### config.mk
export PLATFORM = sky130hd
export DESIGN_NAME = rr_session_scheduler_flat
export DESIGN_NICKNAME = d
export VERILOG_FILES = /design/src/rtl/rr_session_scheduler_if.sv /design/src/rtl/rr_session_scheduler.sv /design/src/flat_wrapper.sv
export SDC_FILE = /design/constraint.sdc
export NUM_CORES = 1
export LEC_CHECK = 0
export ABC_AREA = 1
export BUFFER_PORTS_ARGS = -buffer_cell sky130_fd_sc_hd__buf_4
export CORE_MARGIN = 3
export CORE_UTILIZATION = 49
export DETAILED_ROUTE_END_ITERATION = 16
export GPL_ROUTABILITY_DRIVEN = 0
export PLACE_DENSITY = 0.81
export SYNTH_ARGS = -nofsm -noshare
export SYNTH_HDL_FRONTEND = slang
export SYNTH_SLANG_ARGS = --single-unit
export TNS_END_PERCENT = 50
### constraint.sdc
create_clock -name clk -period 1.4 [get_ports clk]
set_clock_uncertainty 0.1 [all_clocks]
set_input_delay 0.21 -clock clk [delete_from_list [all_inputs] [get_ports clk]]
set_output_delay 0.21 -clock clk [all_outputs]
set_load 0.02 [all_outputs]
### src/rtl/rr_session_scheduler_if.sv
// rr_session_scheduler_if: request/done inputs and session status outputs of the scheduler.
interface rr_session_scheduler_if #(parameter int N = 4);
    localparam int OW = $clog2(N);
    logic [N-1:0]  req;
    logic [N-1:0]  done;
    logic [N-1:0]  grant;
    logic          busy;
    logic [OW-1:0] owner;
    logic          timeout_pulse;
    modport master(output req, done, input grant, busy, owner, timeout_pulse);
    modport slave(input req, done, output grant, busy, owner, timeout_pulse);
endinterface

### src/rtl/rr_session_scheduler.sv
// rr_session_scheduler: round-robin grant held for a whole session, ended by done,
// dropped request or timeout, followed by a one-cycle release gap.
module rr_session_scheduler #(
    parameter int N           = 4,
    parameter int MAX_SESSION = 16
) (
    input logic                  clk,
    input logic                  rst,
    rr_session_scheduler_if.slave bus
);
    localparam int OW = $clog2(N);
    localparam int CW = $clog2(MAX_SESSION);
    localparam logic [CW-1:0] CNT_LAST = CW'(MAX_SESSION - 1);
    localparam logic [N-1:0]  ONE      = {{(N-1){1'b0}}, 1'b1};
    typedef enum logic [1:0] {IDLE, GRANT, RELEASE} state_t;
    state_t         state;
    logic [OW-1:0]  ptr;
    logic [OW-1:0]  pick;
    logic [CW-1:0]  cnt;
    logic [2*N-1:0] rot;
    logic           fin;
    logic           drop;
    logic           tmo;
    // rot[j] is the request j places after ptr; the lowest set j wins
    always_comb begin
        rot  = {bus.req, bus.req} >> ptr;
        pick = '0;
        for (int j = N - 1; j >= 0; j--)
            if (rot[j]) pick = OW'(int'(ptr) + j >= N ? int'(ptr) + j - N : int'(ptr) + j);
    end
    assign fin  = |(bus.done & bus.grant);
    assign drop = ~|(bus.req & bus.grant);
    assign tmo  = cnt == CNT_LAST;
    always_ff @(posedge clk) begin
        if (rst) begin
            state             <= IDLE;
            bus.grant         <= '0;
            bus.busy          <= 1'b0;
            bus.owner         <= '0;
            bus.timeout_pulse <= 1'b0;
            ptr               <= '0;
            cnt               <= '0;
        end else begin
            bus.timeout_pulse <= 1'b0;
            case (state)
                IDLE: begin
                    if (|bus.req) begin
                        bus.grant <= ONE << pick;
                        bus.busy  <= 1'b1;
                        bus.owner <= pick;
                        cnt       <= '0;
                        state     <= GRANT;
                    end
                end
                GRANT: begin
                    if (fin || drop || tmo) begin
                        bus.grant         <= '0;
                        bus.busy          <= 1'b0;
                        ptr               <= bus.owner == OW'(N - 1) ? '0 : bus.owner + 1'b1;
                        bus.timeout_pulse <= tmo && !fin && !drop;
                        state             <= RELEASE;
                    end else begin
                        cnt <= cnt + 1'b1;
                    end
                end
                RELEASE: state <= IDLE;
                default: state <= IDLE;
            endcase
        end
    end
endmodule

### src/flat_wrapper.sv
// flat-port wrapper written by rule: the top's interface ports become plain ports
module rr_session_scheduler_flat 
#(
    parameter int N           = 4,
    parameter int MAX_SESSION = 16
)
  (clk, rst, bus_req, bus_done, bus_grant, bus_busy, bus_owner, bus_timeout_pulse);
  rr_session_scheduler_if #(.N(N)) bus_i ();
  input logic clk;
  input logic rst;
  input wire logic [$bits(bus_i.req)-1:0] bus_req;
  input wire logic [$bits(bus_i.done)-1:0] bus_done;
  output wire logic [$bits(bus_i.grant)-1:0] bus_grant;
  output wire logic [$bits(bus_i.busy)-1:0] bus_busy;
  output wire logic [$bits(bus_i.owner)-1:0] bus_owner;
  output wire logic [$bits(bus_i.timeout_pulse)-1:0] bus_timeout_pulse;
  assign bus_i.req = bus_req;
  assign bus_i.done = bus_done;
  assign bus_grant = bus_i.grant;
  assign bus_busy = bus_i.busy;
  assign bus_owner = bus_i.owner;
  assign bus_timeout_pulse = bus_i.timeout_pulse;
  rr_session_scheduler #(.N(N), .MAX_SESSION(MAX_SESSION)) u_core (.clk(clk), .rst(rst), .bus(bus_i));
endmodule
# == Yosys cells after proc, flatten, opt, wreduce, memory -nomap -nowiden ==
# Cells that the tools add are included.
# totals
reg_bits,16
# classes
n_eq_ne,6
bitwise_logic,4
n_addsub,9
n_reduce_logical,17
magnitude_cmp,4
mux,21
n_shift,2
# ops
cell,count
2-bit 2-to-1 mux,11
4-bit 2-to-1 mux,4
4-bit case mux with 2 select lines,2
4-bit OR reduction,3
"3-bit greater-or-equal comparator, second input constant",3
4-bit bitwise AND,2
8-bit by 2-bit >> shifter with 4-bit output,1
"2-bit by 1-bit subtractor with 2-bit output, second input constant",4
"2-bit by 2-bit adder with 3-bit output, second input constant",2
2-bit AND reduction,3
3-bit AND reduction,2
"4-bit by 1-bit adder with 4-bit output, second input constant",1
"4-bit == test, second input constant",1
"2-bit by 1-bit != test with 1-bit output, second input constant",2
2-bit case mux with 2 select lines,1
"1-bit by 2-bit << shifter with 4-bit output, first input constant",1
"2-bit by 1-bit adder with 3-bit output, second input constant",1
"2-bit by 3-bit greater-or-equal comparator with 1-bit output, second input constant",1
3-bit OR reduction,1
"2-bit by 1-bit adder with 2-bit output, second input constant",1
"2-bit by 1-bit == test with 1-bit output, second input constant",1
"2-bit == test, second input constant",1
1-bit logical AND,2
1-bit zero test,2
other kinds (7),10

# == Logic depth before layout (Yosys ltp) ==
# logic_depth
ltp_word,10
depth_mapped,13

# == Worst setup path after synthesis ==
# Ideal clock, no wire load.
# synth_path
path_kind,flip-flop to flip-flop
start,register u_core.cnt[0]
end,register u_core.bus.grant[1]
path_stages_with_launch,10
arrival_time_ps,1198
required_time_ps,1171
synth_period_minus_slack_ps,1426
path_slack_ps,-26
path_buffers,0
setup_time_ps,129
path_cell_list,dfxtp_1 -> ha_1 -> nand2_1 -> inv_1 -> nand2_1 -> nand3_1 -> nand2_2 -> and3_2 -> nor2_1 -> nor2_1
# synth_between
elab_chain_cells,4
# synth_rtl
item,line_no,rtl
"start, declared",rr_session_scheduler.sv:19,logic [CW-1:0] cnt;
"start signal, assigned",rr_session_scheduler.sv:63,cnt <= cnt + 1'b1;
4-bit == test,rr_session_scheduler.sv:33,assign tmo = cnt == CNT_LAST;
1-bit logical OR,rr_session_scheduler.sv:56,if (fin || drop || tmo) begin
2-bit by 1-bit != test with 1-bit output (no line),-,
3-bit AND reduction (no line),-,
"end signal, assigned",rr_session_scheduler.sv:48,bus.grant <= ONE << pick;
"end, declared",rr_session_scheduler_if.sv:11,"modport slave(input req, done, output grant, busy, owner, timeout_pulse);"
# No other way between the ends.
# A chain may end at the register's enable or synchronous reset.

# == Final worst setup path ==
# layout_path
start,register u_core.ptr[0]
end,register u_core.bus.grant[1]
# layout_between
elab_chain_cells,10
elab_cells_between_ends,23
# layout_rtl
item,line_no,rtl
"start, declared",rr_session_scheduler.sv:17,logic [OW-1:0] ptr;
"start signal, assigned",rr_session_scheduler.sv:59,ptr <= bus.owner == OW'(N - 1) ? '0 : bus.owner + 1'b1;
2-bit by 2-bit adder with 3-bit output,rr_session_scheduler.sv:29,if (rot[j]) pick = OW'(int'(ptr) + j >= N ? int'(ptr) + j - N : int'(ptr) + j);
3-bit greater-or-equal comparator or 2-bit by 1-bit subtractor with 2-bit output (tied branches),rr_session_scheduler.sv:29,
2-bit 2-to-1 mux (4 in a row),rr_session_scheduler.sv:29,
2-bit 2-to-1 mux *,rr_session_scheduler.sv:29,
1-bit by 2-bit << shifter with 4-bit output *,rr_session_scheduler.sv:48,
4-bit 2-to-1 mux *,rr_session_scheduler.sv:47,if (|bus.req) begin
4-bit case mux with 2 select lines *,rr_session_scheduler.sv:45,case (state)
# Every way passes the cells marked *; elsewhere a longest branch is shown, timed or not. The select of a mux whose other input is x is not followed.

==> implementation parameters <==
Parameter                              Value

Floorplan
  Die height ... around 52 um
  Horiz. Die Dim ... 51.8 um
  Core footprint ... approximately 1900 um^2
  Die area ... 2680 um^2
  Initial Util ... 0.552
  FP Rows ... 15
  # IOs ... 18

Cells and area
  Share of layout cells above drive strength 1 ... 0.542
  Antenna cells ... 0
  Fillers ... about 100
  Fin util ... 0.831
  Number of nets in the final layout ... around 200
  Layout area overhead ... 50.5%

Setup path
  CP peak stage delay ... roughly 0.37 ns
  Maximum fanout encountered on the critical timing path ... 8
  Cell type of the slowest stage on the worst timing path ... dfxtp_2
  Worst path cell trace ... buf_12 > inv_12 > nand2_2 > nand3_2 > nand3b_1 > nand2_1 > inv_1 > nand2_2 > nand2_4 > nor2_4 > nor2_1 > nor2_1
  Arrival time at the worst endpoint ... about 1.7 ns
  Crit path max-delay family ... simple AND/OR/NAND/NOR gates
  Crit Path Class ... reg -> reg
  WP data required ... around 1.5 ns
  CP endpoint kind ... flop
  Startpoint Class ... flop
  Buffers & Inverters on Critical Path ... 3

Pwr
  Peak supply drop ... about 1.6 mV
  Combinational group share of total power ... 0.672
  Static leakage power ... between 0.7 and 0.8 nW
  Reported net switching power ... roughly 0.0016 W
  Sequential Power Share ... 0.226
  Switching share of total power ... 0.504
  Internal power consumption ... between 0.0015 and 0.002 W
  Portion of total power attributed to the clock network ... 0.102
  Power density over cell area ... between 2000 and 2500 nW/um^2

Logic synthesis
  Yosys warning total ... 0
  Area of the mapped netlist ... about 1000 um^2
  Number of different library cells in the post-synthesis netlist ... 25
  FF+latch count, synth ... 16
  Number of nets produced by synthesis ... around 170
  Average size of a mapped cell ... ~6.7 um^2
  Top-area cell type share of the netlist area ... 0.312
  Post-Syn Instances ... around 150
  Post-synthesis sequential area ratio ... 0.312
  Biggest area contributors in the synthesized netlist ... dfxtp_1 (31%), nand2_1 (15%), nand3_1 (7.3%)
  Cell taking the most area after synthesis ... dfxtp_1

Timing
  Highest clock rate ... approximately 630 MHz
  Final hold viol count ... 0
  Max_slew headroom ... 0.811
  Final critical delay including setup and external delays ... roughly 1.6 ns
  Crit share post-route ... 1.13
  Total negative slack ... -1.41 ns
  RSZ-0062 raised after global routing ... true
  Final Slew Violations ... 0
  Worst Tran Pin Value ... 0.280 ns
  Final setup violating endpoints ... 14
  Slack of the critical path ... -0.181 ns

Global route
  Largest net degree at the start of global routing ... 13
  First-pass GRT wire length ... 4.89 mm
  Total global-route track usage ... 0.248
  Leftover overflow at the end of global routing ... 0
  Number of global-route vias before repair ... around 1,100
  Antenna violations before repair ... 0

Route
  Aggregate routed wire length ... 3.79 mm
  Total DRC errors in the routed layout ... 0
  Per-cell routed wire length ... around 18 um
  Number of DRC violations after detailed-routing iteration 0 ... 58
  DRT Pass-1 Iters ... 4
  Vias per std cell ... slightly below 6
  ANT nets after route ... 0
  Via total after detailed routing ... approximately 1,300

Run
  Number of violations of the max-capacitance limit ... 0

CTS
  Insertion delay of the later-clocked pin in the worst-skew pair ... ~0.31 ns
  Cts bufs inserted ... 3
  Clock tree from TritonCTS ... done
  # clock sinks ... 16
  Clock root buffer master ... clkbuf_4
  Total number of H-tree levels ... 1
  CTS clock-pin slew for the worst setup and hold paths ... around 0.09 ns
  Clock Path Buffers ... 2

Placement
  Number of buffer cells added on primary ports ... 17
  Half-perimeter wire length after placement ... between 1.5 and 2 mm

Outcome
  Status ... complete, but fails checks
  Failing checks ... setup timing

Min path
  Tightest Hold Check Type ... in -> reg
[cell families (layout without fill, tap and decap cells)]
group	count (synthesis)	in the layout	share of synthesized area
buf+inv	23	59	0.109
fa+ha+maj	2	2	0.0244
simple gates	96	96	0.461
xor+xnor	1	1	0.00854
flops	16	16	0.312
compound gates	16	16	0.0854
[layout by cell type, fill, tap and decap left out, types with 4 or more instances in the layout]
| cell | n |
|---|---|
| a21oi_1 | 6 |
| a21oi_2 | 6 |
| buf_4 | 34 |
| dfxtp_1 | 12 |
| inv_1 | 12 |
| inv_2 | 6 |
| nand2_1 | 26 |
| nand2_2 | 16 |
| nand2_4 | 10 |
| nand3_1 | 6 |
| nand3_2 | 10 |
| nand4_1 | 4 |
| nor2_1 | 14 |
[power groups by stage]
stage	registers [W]	logic (W)	clock network [W]
after detailed placement	0.000702	0.00151	0
after global routing	0.000736	0.00227	0.000348
after global placement	0.000695	0.00146	0
after CTS	0.000702	0.00169	0.000315
final	0.000721	0.00214	0.000326
after floorplan	0.000754	0.000972	0
[state kept, by name, summed over array words and instances, names as in the netlist]
signal	count
u_core.bus.owner	2
u_core.state	2
u_core.bus.busy	1
u_core.ptr	2
u_core.bus.timeout_pulse	1
u_core.cnt	4
u_core.bus.grant	4
[metal layers]
layer / vias up / GRT usage / wire, um
met5: - / 0 / 0
met4: 0 / 0.140 / 231
met3: 25 / 0.0544 / 273
met2: 71 / 0.417 / 1860
met1: 595 / 0.287 / 1430
li1: 567 / - / -
[worst paths after layout]
check | cells after the start | to | startpoint | slack [ns]
hold / removal | 2 | u_core.bus.grant[2]$_SDFFE_PP0P_ | rst | 0.06
hold reg to reg | 2 | u_core.bus.busy$_SDFFE_PP0P_ | u_core.bus.busy$_SDFFE_PP0P_ | 0.37
setup / recovery | 12 | u_core.bus.grant[1]$_SDFFE_PP0P_ | u_core.ptr[0]$_SDFFE_PP0P_ | -0.18
setup reg to reg | 12 | u_core.bus.grant[1]$_SDFFE_PP0P_ | u_core.ptr[0]$_SDFFE_PP0P_ | -0.18
[cell type report]
cell class,count,area (um^2),share of cell area
Tap cell,25,31.3,0.0203
Timing Repair Buffer,35,275,0.178
Inverter,20,90.1,0.0583
Multi-Input combinational cell,115,783,0.507
Sequential cell,16,328,0.212
Clock buffer,4,36.3,0.0235
[per-stage QoR]
step	cell area (um^2)	hold WS, ns	power [W]	setup slack, ns	std cells
4_1_cts	1420	0.0563	0.00271	-0.0595	213
6_report	1540	0.0639	0.00319	-0.181	215
5_1_grt	1540	0.0549	0.00335	-0.268	215
3_3_place_gp	1280	0.352	0.00216	-0.0686	206
3_5_place_dp	1280	0.361	0.00222	-0.0896	206
2_1_floorplan	1040	0.194	0.00173	0.00539	154
[synthesized netlist by cell type]
cell	instances
nand2_1	41
dfxtp_1	16
nor2_1	16
nand3_1	15
inv_1	13
a21oi_1	10
nand2_2	10
inv_2	5
nand4_1	4
o21ai_0	4
nand3_2	3
a21oi_2	2
buf_6	2
ha_1	2
and3_2	1
clkbuf_1	1
inv_4	1
inv_8	1
nand2_4	1
nand3_4	1
nand3b_1	1
nor2_2	1
nor2_4	1
nor3_1	1
xor2_1	1
[what timing repair did]
| action | in CTS | in global routing |
|---|---|---|
| buffers inserted | 3 | 2 |
| setup endpoints to repair | 10 | 15 |
| pin swaps | 11 | 14 |
| hold buffers | 0 | 0 |
| resized for setup | 24 | 30 |
(Power assumes the default switching activity.)
